--- src/rtl/mult_pkg.sv ---
// rtl/mult_pkg.sv - shared parameters and strobe bundle for the shift-add multiplier
package mult_pkg;

  localparam int MULT_N = 8;

  // Lower value wins when the controller raises more than one data strobe.
  localparam int PRIO_LOAD  = 0;
  localparam int PRIO_ADD   = 1;
  localparam int PRIO_SHIFT = 2;
  localparam int PRIO_DECRE = 3;

  typedef struct packed {
    logic load;
    logic add;
    logic shift;
    logic decre;
    logic ready;
  } strobe_t;

endpackage

--- src/rtl/mult_iter_counter.sv ---
// rtl/mult_iter_counter.sv - iteration counter P: load N, saturating decrement, zero flag
module mult_iter_counter #(
  parameter int N  = 8,
  parameter int PW = $clog2(N + 1)
) (
  input  logic          clk,
  input  logic          rst,
  input  logic          load_i,
  input  logic          decre_i,
  output logic [PW-1:0] p_o,
  output logic          zero_o,
  output logic          underflow_o
);

  logic [PW-1:0] p_q, p_d;

  assign zero_o      = (p_q == '0);
  assign underflow_o = decre_i && !load_i && zero_o;
  assign p_o         = p_q;

  always_comb begin
    p_d = p_q;
    if (load_i) begin
      p_d = PW'(N);
    end else if (decre_i && !zero_o) begin
      p_d = p_q - PW'(1);
    end
  end

  always_ff @(posedge clk) begin
    if (!rst) begin
      p_q <= '0;
    end else begin
      p_q <= p_d;
    end
  end

endmodule

--- src/rtl/mult_shiftadd_datapath.sv ---
// rtl/mult_shiftadd_datapath.sv - M/A/C/Q registers and product latch driven by controller strobes
module mult_shiftadd_datapath
  import mult_pkg::*;
#(
  parameter int N  = MULT_N,
  parameter int PW = $clog2(N + 1)
) (
  input  logic           clk,
  input  logic           rst,
  input  logic           load_regs,
  input  logic           add_regs,
  input  logic           shift_regs,
  input  logic           decre_p,
  input  logic           ready,
  input  logic [N-1:0]   multiplicand,
  input  logic [N-1:0]   multiplier,
  output logic           zero,
  output logic           pulso,
  output logic [2*N-1:0] product,
  output logic           product_valid,
  output logic           err
);

  strobe_t stb;
  logic [N-1:0]   a_q, a_d, q_q, q_d, m_q, m_d;
  logic           c_q, c_d;
  logic [2*N-1:0] product_q, product_d;
  logic           pv_q, pv_d, err_q, err_d;
  logic           do_load, do_add, do_shift, do_decre, multi, underflow;
  logic [2:0]     n_strobes;
  logic [PW-1:0]  p;

  assign stb = '{load: load_regs, add: add_regs, shift: shift_regs,
                 decre: decre_p, ready: ready};

  assign n_strobes = 3'(stb.load) + 3'(stb.add) + 3'(stb.shift) + 3'(stb.decre);
  assign multi     = (n_strobes > 3'd1);
  assign do_load   = stb.load;
  assign do_add    = stb.add   && !stb.load;
  assign do_shift  = stb.shift && !stb.load && !stb.add;
  assign do_decre  = stb.decre && !stb.load && !stb.add && !stb.shift;

  mult_iter_counter #(.N(N), .PW(PW)) u_cnt (
    .clk         (clk),
    .rst         (rst),
    .load_i      (do_load),
    .decre_i     (do_decre),
    .p_o         (p),
    .zero_o      (zero),
    .underflow_o (underflow)
  );

  always_comb begin
    a_d       = a_q;
    c_d       = c_q;
    q_d       = q_q;
    m_d       = m_q;
    product_d = product_q;
    pv_d      = pv_q;
    err_d     = err_q | multi | underflow;
    if (do_load) begin
      m_d  = multiplicand;
      q_d  = multiplier;
      a_d  = '0;
      c_d  = 1'b0;
      pv_d = 1'b0;
    end else if (do_add) begin
      {c_d, a_d} = {1'b0, a_q} + {1'b0, m_q};
    end else if (do_shift) begin
      {c_d, a_d, q_d} = {1'b0, c_q, a_q, q_q[N-1:1]};
    end
    // Capture uses pre-edge registers, so it composes with any data strobe.
    if (stb.ready) begin
      product_d = {a_q, q_q};
      pv_d      = 1'b1;
    end
  end

  always_ff @(posedge clk) begin
    if (!rst) begin
      a_q       <= '0;
      c_q       <= 1'b0;
      q_q       <= '0;
      m_q       <= '0;
      product_q <= '0;
      pv_q      <= 1'b0;
      err_q     <= 1'b0;
    end else begin
      a_q       <= a_d;
      c_q       <= c_d;
      q_q       <= q_d;
      m_q       <= m_d;
      product_q <= product_d;
      pv_q      <= pv_d;
      err_q     <= err_d;
    end
  end

  assign pulso         = q_q[0];
  assign product       = product_q;
  assign product_valid = pv_q;
  assign err           = err_q;

endmodule

--- config.mk ---
export PLATFORM = sky130hd
export DESIGN_NAME = mult_shiftadd_datapath
export DESIGN_NICKNAME = d
export VERILOG_FILES = /design/src/rtl/mult_pkg.sv /design/src/rtl/mult_iter_counter.sv /design/src/rtl/mult_shiftadd_datapath.sv
export SDC_FILE = /design/constraint.sdc
export NUM_CORES = 1
export LEC_CHECK = 0
export CORE_MARGIN = 5
export CORE_UTILIZATION = 35
export CTS_BUF_LIST = sky130_fd_sc_hd__clkbuf_16
export CTS_CLUSTER_SIZE = 12
export DETAILED_ROUTE_END_ITERATION = 16
export HOLD_SLACK_MARGIN = 0.12
export PLACE_DENSITY = 0.68
export REMOVE_ABC_BUFFERS = 1
export SETUP_SLACK_MARGIN = 0.1
export SKIP_CTS_REPAIR_TIMING = 1
export SYNTH_ARGS = -nofsm -noshare
export SYNTH_HDL_FRONTEND = slang
export SYNTH_SLANG_ARGS = --single-unit
--- constraint.sdc ---
create_clock -name clk -period 2.7 [get_ports clk]
set_clock_uncertainty 0.1 [all_clocks]
set_input_delay 0.675 -clock clk [delete_from_list [all_inputs] [get_ports clk]]
set_output_delay 0.675 -clock clk [all_outputs]
set_load 0.02 [all_outputs]
Word level (Yosys, flattened, before mapping)
Index checks and enable logic that the tools add are counted.
W data, S select, Z words.
{ "op_classes": {"magnitude_cmp": 1, "mul": 0, "n_eq_ne": 1, "n_addsub": 5, "div": 0, "bitwise": 3, "shifts": 0, "mux": 11, "n_reduce_logical": 20} }
{ "ops": {"columns": ["operator", "n"], "rows": [
  ["$mux W8", 5],
  ["$add A8 B8 Y9", 1],
  ["$logic_and A1 B1 Y1", 9],
  ["$mux W4", 2],
  ["$reduce_bool A2 Y1", 4],
  ["$logic_not A1 Y1", 4],
  ["$logic_not A4 Y1", 1],
  ["$mux W1", 4],
  ["$sub A4 B1 Y4 const B", 1],
  ["$add A2 B1 Y3", 1],
  ["$add A3 B1 Y3", 1],
  ["$gt A3 B1 Y1 const B", 1],
  ["$add A1 B1 Y2", 1],
  ["$ne A2 B2 Y1 const B", 1],
  ["$or A1 B1 Y1", 2],
  ["$reduce_and A2 Y1", 1],
  ["$reduce_or A2 Y1", 1],
  ["$not A1 Y1", 1]
]} }
{ "totals": {"n_memories": 0, "latch_bits": 0, "ramBits": 0, "out_inout_bits": 20, "word_cells": 50, "mem_bits_ro": 0, "regBits": 47} }

Depth between registers and ports, before layout
Gate-level depths: netlist of the first run.
{ "logic_depth": {"word_depth": 7, "depth_mapped": 8, "mapped_depth_nobuf": 8} }

By module
A second synthesis of the first run with hierarchy kept.
{ "unflattened": {"cells_unflattened": 239, "area_unflattened_um2": 2342.2} }
{ "modules_own_cells": {"columns": ["module", "n_inst", "area_each_um2", "seq_area_each_um2", "cells_each"], "rows": [
  ["mult_shiftadd_datapath", 1, 2120.8, 860.8, 212],
  ["mult_iter_counter", 1, 221.5, 80.1, 27]
]} }

Worst setup path after synthesis of the first run
OpenSTA, ideal clock, no wires.
{ "synth_timing": {"path_type": "input-to-reg", "from": "input port load_regs", "to": "register u_cnt.p_q[3], in the netlist u_cnt.p_o[3]", "path_stages": 6, "path_buffers": 1, "required_time_ps": 2476, "slack_ps": 587, "setup_ps": 124, "arrival_time_ps": 1890, "path_cell_list": "or4b_1 -> or2_1 -> buf_2 -> nor4_4 -> xnor2_1 -> a21boi_1"} }
{ "synth_between": {"elab_chain_len": 6} }
{ "synth_rtl": {"columns": ["item", "line", "source"], "rows": [
  ["from (decl)", "mult_shiftadd_datapath.sv:10", "input logic load_regs,"],
  ["$logic_not A1 Y1", "mult_shiftadd_datapath.sv:41", "assign do_decre = stb.decre && !stb.load && !stb.add && !stb.shift;"],
  ["$logic_and A1 B1 Y1 (3 in series)", "mult_shiftadd_datapath.sv:41", null],
  ["$logic_and A1 B1 Y1", "mult_iter_counter.sv:25", "end else if (decre_i && !zero_o) begin"],
  ["$reduce_bool A2 Y1 (no source line)", null, null],
  ["to (signal assigned)", "mult_iter_counter.sv:34", "p_q <= p_d;"],
  ["to (decl)", "mult_iter_counter.sv:15", "logic [PW-1:0] p_q, p_d;"]
]} }
Several ways; a longest one is shown, not always the timed one.
A chain may end at the register's enable or synchronous reset.

Worst setup path after layout of the first run
Same ends and word-level chain as after synthesis.

==> results of run 1 <==
worst reg2reg max path: cells and delay by family (launching register included):
| family | cells | cell delay (ns) |
|---|---|---|
| DFF | 1 | 0.38 |
| buffers and inverters | 1 | 0.06 |
| AOI/OAI and AO/OA | 4 | 0.63 |
| adders and majority gates | 2 | 0.59 |
| and+or+nand+nor | 1 | 0.16 |
final timing paths:
path,from,cells past startpoint,to,slack (ns)
max,load_regs,6,u_cnt.p_o[3],0.37
min,err,1,err,0.41
max reg2reg,a_q[0],8,a_q[6],0.72
min reg2reg,err,1,err,0.41
cells by family after synthesis:
family	after synthesis	synth area share, %
XOR/XNOR	5	1.88
AND/OR/NAND/NOR	71	17.3
AO/OA/AOI/OAI	42	13.6
flip-flops	47	40.5
multiplexers	36	15.6
adder cells (fa/ha/maj)	12	7.11
buffers and inverters	24	4.09
power by group through the flow:
stage	Clock (uW)	Sequential [uW]	Combinational, uW
finish	568	748	225
global route	608	753	249
CTS	580	748	228
detailed placement	0	763	228
global placement	0	763	224
floorplan	0	771	107
stage by stage:
| step | setup slack, ns | area (um2) | util (%) | total power (uW) |
|---|---|---|---|---|
| CTS | 0.151 | 2990 | 46.8 | 1560 |
| finish | 0.372 | 2990 | 46.8 | 1540 |
| detailed placement | 0.0786 | 2860 | 44.7 | 991 |
| global placement | 0.107 | 2860 | 44.7 | 987 |
| floorplan | 0.349 | 2270 | - | 878 |
| global route | 0.251 | 2990 | 46.8 | 1610 |
routing by layer:
layer | track usage [%] | wire (um)
met3 | 2.98 | 230
met2 | 20.9 | 2420
met4 | 4.28 | 64
met5 | 0 | 0
met1 | 15.0 | 2250
layout make-up:
type	count	area share, %
Timing Repair Buffer	52	16.7
Inverter	10	1.26
Clock buffer	5	4.19
Tap cell	77	3.22
Multi-Input combinational cell	166	43.1
Clock inverter	1	0.126
Sequential cell	47	31.5
synthesized netlist by cell type (2+ instances only):
cell | number | area share, %
dfxtp_1 | 47 | 40
mux2i_1 | 35 | 15
nor2b_1 | 32 | 8.6
nor2_1 | 16 | 2.6
nand2_1 | 12 | 1.9
clkbuf_1 | 10 | 1.6
ha_1 | 10 | 5.4
inv_1 | 10 | 1.6
a211oi_1 | 8 | 2.6
a21oi_1 | 8 | 1.7
o211a_1 | 8 | 3.4
buf_2 | 4 | 0.86
o21ai_0 | 4 | 0.86
xnor2_1 | 4 | 1.5
nor3b_1 | 3 | 0.97
a21o_1 | 2 | 0.65
fa_1 | 2 | 1.7
o21a_1 | 2 | 0.65
o31a_1 | 2 | 0.75
sequential cells by signal, indices dropped and copies added (netlist names):
| name | count |
|---|---|
| product | 16 |
| a_q | 8 |
| m_q | 8 |
| q_q | 8 |
| u_cnt.p_o | 4 |
| c_q | 1 |
| err | 1 |
| product_valid | 1 |
==> flow_metrics.env, run 1 <==
export IMPL_cts_root_buf="clkbuf_16"
export IMPL_h_tree_depth=2
export IMPL_ant_nets=0
export IMPL_cts_buffers=5
export IMPL_io_buffers=42
export IMPL_period_share_pct=86.2
export IMPL_ys_ff_latch=47
export IMPL_switching_share_pct=23.7
export IMPL_finalSetupViolCount=0
export IMPL_pin_count=43
export IMPL_avgSynthCellArea_um2=9.80
export IMPL_drc=0
export IMPL_die_w_um=91.5
export IMPL_drive_gt1_share_pct=6.76
export IMPL_core_um2=6390
export IMPL_slew_headroom_pct=77.7
export IMPL_insertedDiodeCount=0
export IMPL_clk_transition_reported_paths_ns=0.06
export IMPL_multiInputGateArea_um2=1290
export IMPL_p_clk_share_pct=36.9
export IMPL_synth_seq_area_share_pct=40.5
export IMPL_placed_cells=352
export IMPL_totalWireLength_um=4970
export IMPL_area_delta_synth_final_pct=28.6
export IMPL_grt_total_usage_pct=12.3
export IMPL_dr_pass1_iters=4
export IMPL_final_cell_mix="47 x dfxtp_1, 41 x clkdlybuf4s50_1, 35 x mux2i_1"
export IMPL_cts_buffer_depth=2
export IMPL_path_buf_inv=1
export IMPL_vias_per_cell=5.00
export IMPL_cp_slowest_stage_delay_ns=0.55
export IMPL_synth_yosys_warnings=0
export IMPL_fin_nets=317
export IMPL_synth_ff_type="dfxtp_1"
export IMPL_power_net_switching_uw=365
export IMPL_ir_drop_mv=0.385
export IMPL_slew_viol_final=0
export IMPL_num_rows=29
export IMPL_vias=1789
export IMPL_p_int_uw=1170
export IMPL_hold_class="flip-flop to flip-flop"
export IMPL_p_seq_share_pct=48.6
export IMPL_nFillCells=593
export IMPL_p_leak_uw=0.00129
export IMPL_fin_hold_ws_ns=0.405
export IMPL_path_delay_family="simple AND/OR/NAND/NOR gates"
export IMPL_cap_violations=0
export IMPL_clock_sinks=47
export IMPL_drt_initial_drc_count=89
export IMPL_grt_pass1_vias=1820
export IMPL_dp_hpwl_um=3610
export IMPL_overflow=0
export IMPL_crit_required_ns=2.77
export IMPL_max_freq_ghz=0.430
export IMPL_rsz0062_at_grt="false"
export IMPL_die_area_um2=8370
export IMPL_cts_tree="done"
export IMPL_crit_path_max_fanout=5
export IMPL_powerDensity_nw_per_um2=515
export IMPL_status="complete, no violations"
export IMPL_wl_per_cell_um=13.9
export IMPL_path_cells="clkdlybuf4s50_1 -> or4b_1 -> or2_1 -> nor4_4 -> xnor2_1 -> a21boi_1"
export IMPL_die_h_um=91.5
export IMPL_antenna_found_initial=0
export IMPL_syn_cell_area_um2=2320
export IMPL_seqCellArea_um2=941
export IMPL_gp_congestion=0.847
export IMPL_synth_edff_count=0
export IMPL_pwr_share_comb_pct=14.6
export IMPL_grt_max_degree=36
export IMPL_stdcell_count=358
export IMPL_synth_cells=237
export IMPL_grt_pass1_wl_um=8600
export IMPL_ys_types=37
export IMPL_start_util_pct=36.4
export IMPL_cp_data_arrival_time_ns=2.40
export IMPL_finalSetupTns_ns=0
export IMPL_start_kind="input port"
export IMPL_clock_latency_ns=0.28
export IMPL_fin_crit_ns=2.33
export IMPL_async_reset_ff_share_pct=0
export IMPL_end_kind="flip-flop"
export IMPL_hold_viol=0
export IMPL_tightest_slew_ns=0.335
export IMPL_crit_slowest_cell="or4b_1"
export IMPL_setup_worst_path_class="input port to flip-flop"
export IMPL_final_common_cell="dfxtp_1"
Power figures use the tool's default switching activity.
==> run 2, diff against run 1 <==
PLACE_DENSITY = not set   (was 0.68)
==> flow_metrics.env, run 2 (same netlist as run 1, synthesis figures left out) <==
export IMPL_status="complete, no violations"
export IMPL_finalSetupViolCount=0
export IMPL_hold_viol=0
export IMPL_power_net_switching_uw=392
export IMPL_grt_max_degree=31
export IMPL_max_freq_ghz=0.438
export IMPL_gp_congestion=0.811
export IMPL_hold_class="flip-flop to flip-flop"
export IMPL_final_common_cell="dfxtp_1"
export IMPL_slew_viol_final=0
export IMPL_powerDensity_nw_per_um2=550
export IMPL_h_tree_depth=2
export IMPL_p_seq_share_pct=44.6
export IMPL_cts_tree="done"
export IMPL_totalWireLength_um=5060
export IMPL_clk_transition_reported_paths_ns=0.06
export IMPL_setup_worst_path_class="input port to flip-flop"
export IMPL_clock_latency_ns=0.29
export IMPL_cts_buffers=5
export IMPL_end_kind="flip-flop"
export IMPL_min_path_cells=1
export IMPL_overflow=0
export IMPL_p_clk_share_pct=41.8
export IMPL_hold_start="err"
export IMPL_seqCellArea_um2=941
export IMPL_hold_end="err"
export IMPL_drt_initial_drc_count=71
export IMPL_cp_data_arrival_time_ns=2.35
export IMPL_die_h_um=91.5
export IMPL_nFillCells=648
export IMPL_r2r_start="a_q[0]"
export IMPL_grt_pass1_wl_um=8780
export IMPL_cts_root_buf="clkbuf_16"
export IMPL_drc=0
export IMPL_die_area_um2=8370
export IMPL_start_kind="input port"
export IMPL_crit_required_ns=2.77
export IMPL_ant_nets=0
export IMPL_pin_count=43
export IMPL_fin_crit_ns=2.28
export IMPL_io_buffers=42
export IMPL_switching_share_pct=23.4
export IMPL_fin_nets=319
export IMPL_finalSetupTns_ns=0
export IMPL_antenna_found_initial=0
export IMPL_core_um2=6390
export IMPL_slew_headroom_pct=77.5
export IMPL_start_util_pct=36.4
export IMPL_wl_per_cell_um=14.0
export IMPL_dr_pass1_iters=4
export IMPL_largest_reg_flops=16
export IMPL_vias_per_cell=4.93
export IMPL_stdcell_count=362
export IMPL_drive_gt1_share_pct=8.42
export IMPL_clock_sinks=47
export IMPL_placed_cells=354
export IMPL_worstRegToRegCells=8
export IMPL_tightest_slew_ns=0.338
export IMPL_insertedDiodeCount=0
export IMPL_pwr_share_comb_pct=13.6
export IMPL_dp_hpwl_um=3680
export IMPL_reg2reg_to="a_q[6]"
export IMPL_p_int_uw=1280
export IMPL_area_delta_synth_final_pct=31.0
export IMPL_setup_ws_ns=0.416
export IMPL_placed_area_um2=2870
export IMPL_crit_path_max_fanout=3
export IMPL_ir_drop_mv=0.278
export IMPL_die_w_um=91.5
export IMPL_grt_total_usage_pct=12.5
export IMPL_cts_buffer_depth=2
export IMPL_rrSetupSlack_ns=0.66
export IMPL_place_ws_ns=0.0816
export IMPL_vias=1784
export IMPL_num_rows=29
export IMPL_cap_violations=0
export IMPL_final_cell_mix="47 x dfxtp_1, 41 x clkdlybuf4s50_1, 35 x mux2i_1"
export IMPL_rsz0062_at_grt="false"
export IMPL_multiInputGateArea_um2=1290
export IMPL_p_leak_uw=0.00132
export IMPL_period_share_pct=84.6
export IMPL_grt_pass1_vias=1837
export IMPL_finalInstanceArea_um2=3040
[run 2: cell count changes in the layout (fill, tap and decap cells not counted)]
cell	before	now
buf_4	10	12
bufinv_16	0	1
inv_1	11	10
clkinv_2	0	1
clkinv_4	0	1
[run 2: worst max-delay path, cell delays in order]
cell	delay, ns
clkdlybuf4s50_1	0.47
or4b_1	0.55
or2_1	0.28
nor4_4	0.15
xnor2_1	0.14
a21boi_1	0.08
[run 2: per-stage QoR]
step / util [%] / total power [uW] / hold WS, ns
global placement: 45.0 / 991 / 0.384
floorplan: - / 878 / 0.387
global route: 47.7 / 1750 / 0.443
detailed placement: 45.0 / 993 / 0.391
CTS: 47.6 / 1700 / 0.406
finish: 47.7 / 1670 / 0.399
[run 2: final cells by class]
type	count	share of cell area (%)
clock buffer	5	4.11
clock inverter	3	1.44
inverter	10	1.23
multi-input combinational	166	42.3
sequential	47	30.9
tap	77	3.16
timing repair buffer	54	16.9
[run 2: worst max path at each step]
stage / startpoint / end / slack [ns] / depth (start not counted)
global placement: load_regs / u_cnt.p_o[3] / 0.11 / 6
global route: load_regs / u_cnt.p_o[3] / 0.29 / 6
CTS: u_cnt.p_o[0] / zero / 0.11 / 4
floorplan: load_regs / a_q[7] / 0.35 / 4
detailed placement: load_regs / u_cnt.p_o[3] / 0.08 / 6
finish: load_regs / u_cnt.p_o[3] / 0.42 / 6
[run 2: layer usage]
| layer | vias up | share of wire (%) | GRT usage, % |
|---|---|---|---|
| met5 | - | 0 | 0 |
| met4 | 0 | 1.0 | 3.30 |
| met3 | 5 | 5.7 | 3.97 |
| met2 | 34 | 46 | 20.1 |
| met1 | 824 | 48 | 16.2 |
| li1 | 921 | - | - |
[run 2: power groups by stage]
stage | Combinational (uW) | Sequential, uW | Clock [uW]
after global routing | 251 | 751 | 747
after floorplan | 107 | 771 | 0
after global placement | 228 | 763 | 0
after detailed placement | 230 | 763 | 0
after CTS | 231 | 747 | 718
final | 228 | 747 | 700
==> run 3, diff against run 2 <==
clock period = 2.2 ns   (was 2.7 ns; I/O delays follow)
==> flow_metrics.env, run 3 (same netlist as run 1, synthesis figures left out) <==
export IMPL_die_area_um2=8370
export IMPL_start_util_pct=36.4
export IMPL_io_buffers=42
export IMPL_cp_data_arrival_time_ns=2.11
export IMPL_drc=0
export IMPL_start_kind="input port"
export IMPL_core_um2=6390
export IMPL_tightest_slew_ns=0.290
export IMPL_cts_buffers=5
export IMPL_final_cell_mix="46 x dfxtp_1, 39 x clkdlybuf4s50_1, 35 x mux2i_1"
export IMPL_max_freq_ghz=0.491
export IMPL_cp_slowest_stage_delay_ns=0.48
export IMPL_pin_count=43
export IMPL_vias=1843
export IMPL_grt_pass1_vias=1903
export IMPL_grt_pass1_wl_um=9030
export IMPL_nFillCells=605
export IMPL_insertedDiodeCount=0
export IMPL_drt_initial_drc_count=63
export IMPL_crit_path_max_fanout=3
export IMPL_powerDensity_nw_per_um2=653
export IMPL_crit_required_ns=2.28
export IMPL_overflow=0
export IMPL_gp_congestion=0.803
export IMPL_antenna_found_initial=0
export IMPL_hold_viol=0
export IMPL_h_tree_depth=2
export IMPL_grt_total_usage_pct=13.1
export IMPL_worstRegToRegCells=8
export IMPL_finalSetupViolCount=0
export IMPL_hold_class="flip-flop to flip-flop"
export IMPL_die_w_um=91.5
export IMPL_rsz0062_at_grt="true"
export IMPL_cts_root_buf="clkbuf_16"
export IMPL_slew_viol_final=0
export IMPL_clk_transition_reported_paths_ns=0.06
export IMPL_path_buf_inv=1
export IMPL_multiInputGateArea_um2=1320
export IMPL_clock_latency_ns=0.29
export IMPL_period_share_pct=92.6
export IMPL_placed_area_um2=2970
export IMPL_largest_reg_flops=16
export IMPL_final_common_cell="dfxtp_1"
export IMPL_path_cells="clkdlybuf4s50_1 -> or4b_4 -> or2_4 -> nor4_4 -> xnor2_1 -> a21boi_1"
export IMPL_min_path_cells=1
export IMPL_dp_hpwl_um=3790
export IMPL_fin_crit_ns=2.04
export IMPL_slew_headroom_pct=80.5
export IMPL_num_rows=29
export IMPL_cts_buffer_depth=2
export IMPL_area_delta_synth_final_pct=36.4
export IMPL_totalWireLength_um=5250
export IMPL_worst_path_stages=6
export IMPL_vias_per_cell=4.94
export IMPL_cap_violations=0
export IMPL_die_h_um=91.5
export IMPL_end_kind="flip-flop"
export IMPL_finalInstanceArea_um2=3170
export IMPL_setup_worst_path_class="input port to flip-flop"
export IMPL_wl_per_cell_um=14.1
export IMPL_seqCellArea_um2=942
export IMPL_ant_nets=0
export IMPL_status="complete, no violations"
export IMPL_cts_tree="done"
export IMPL_fin_nets=330
export IMPL_dr_pass1_iters=4
export IMPL_drive_gt1_share_pct=13.9
export IMPL_p_total_uw=2070
export IMPL_grt_max_degree=33
export IMPL_clock_sinks=47
export IMPL_p_leak_uw=0.00140
export IMPL_path_delay_family="simple AND/OR/NAND/NOR gates"
export IMPL_crit_slowest_cell="clkdlybuf4s50_1"
export IMPL_ir_drop_mv=0.392
-- run 3: changes by cell type in the layout (fill, tap and decap cells not counted), sizes merged --
cell / change
buf: +11
clkdlybuf4s50: -2
dlymetal6s2s: +2
-- run 3: report_power, final --
group          total [uW]  leakage [uW]  switching, uW  internal, uW
combinational         298      0.000933            134           164
clock                 854     0.0000812            324           530
sequential            918      0.000385           27.7           890
total                2070       0.00140            486          1580
-- run 3: worst paths after layout --
path                   to     from  slack [ns]
max          u_cnt.p_o[3]  decre_p        0.16
min                   err      err        0.39
max reg2reg        a_q[6]   a_q[0]        0.22
min reg2reg           err      err        0.39
-- run 3: layout make-up --
type | instances | area share, %
Clock buffer | 5 | 3.95
Timing Repair Buffer | 65 | 19.3
Inverter | 10 | 1.18
Tap cell | 77 | 3.04
Multi-Input combinational cell | 166 | 41.5
Sequential cell | 47 | 29.7
Clock inverter | 3 | 1.22
-- run 3: metal layers --
| metal | GRT usage (%) | vias to the layer above | wire length [um] |
|---|---|---|---|
| met1 | 15.6 | 855 | 2400 |
| met5 | 0 | - | 0 |
| met3 | 4.55 | 5 | 329 |
| met4 | 4.03 | 0 | 67 |
| met2 | 22.1 | 36 | 2450 |
| li1 | - | 947 | - |
-- run 3: stage by stage --
stage / std cells / worst slack [ns] / hold WS [ns] / util (%) / TNS, ns
2_1_floorplan: 223 / -0.0264 / 0.387 / - / -0.0264
3_3_place_gp: 365 / -0.266 / 0.378 / 46.5 / -2.79
3_5_place_dp: 365 / -0.284 / 0.382 / 46.5 / -3.36
4_1_cts: 373 / -0.242 / 0.396 / 49.0 / -0.242
6_report: 373 / 0.162 / 0.394 / 49.6 / 0
5_1_grt: 373 / 0.0965 / 0.412 / 49.6 / 0
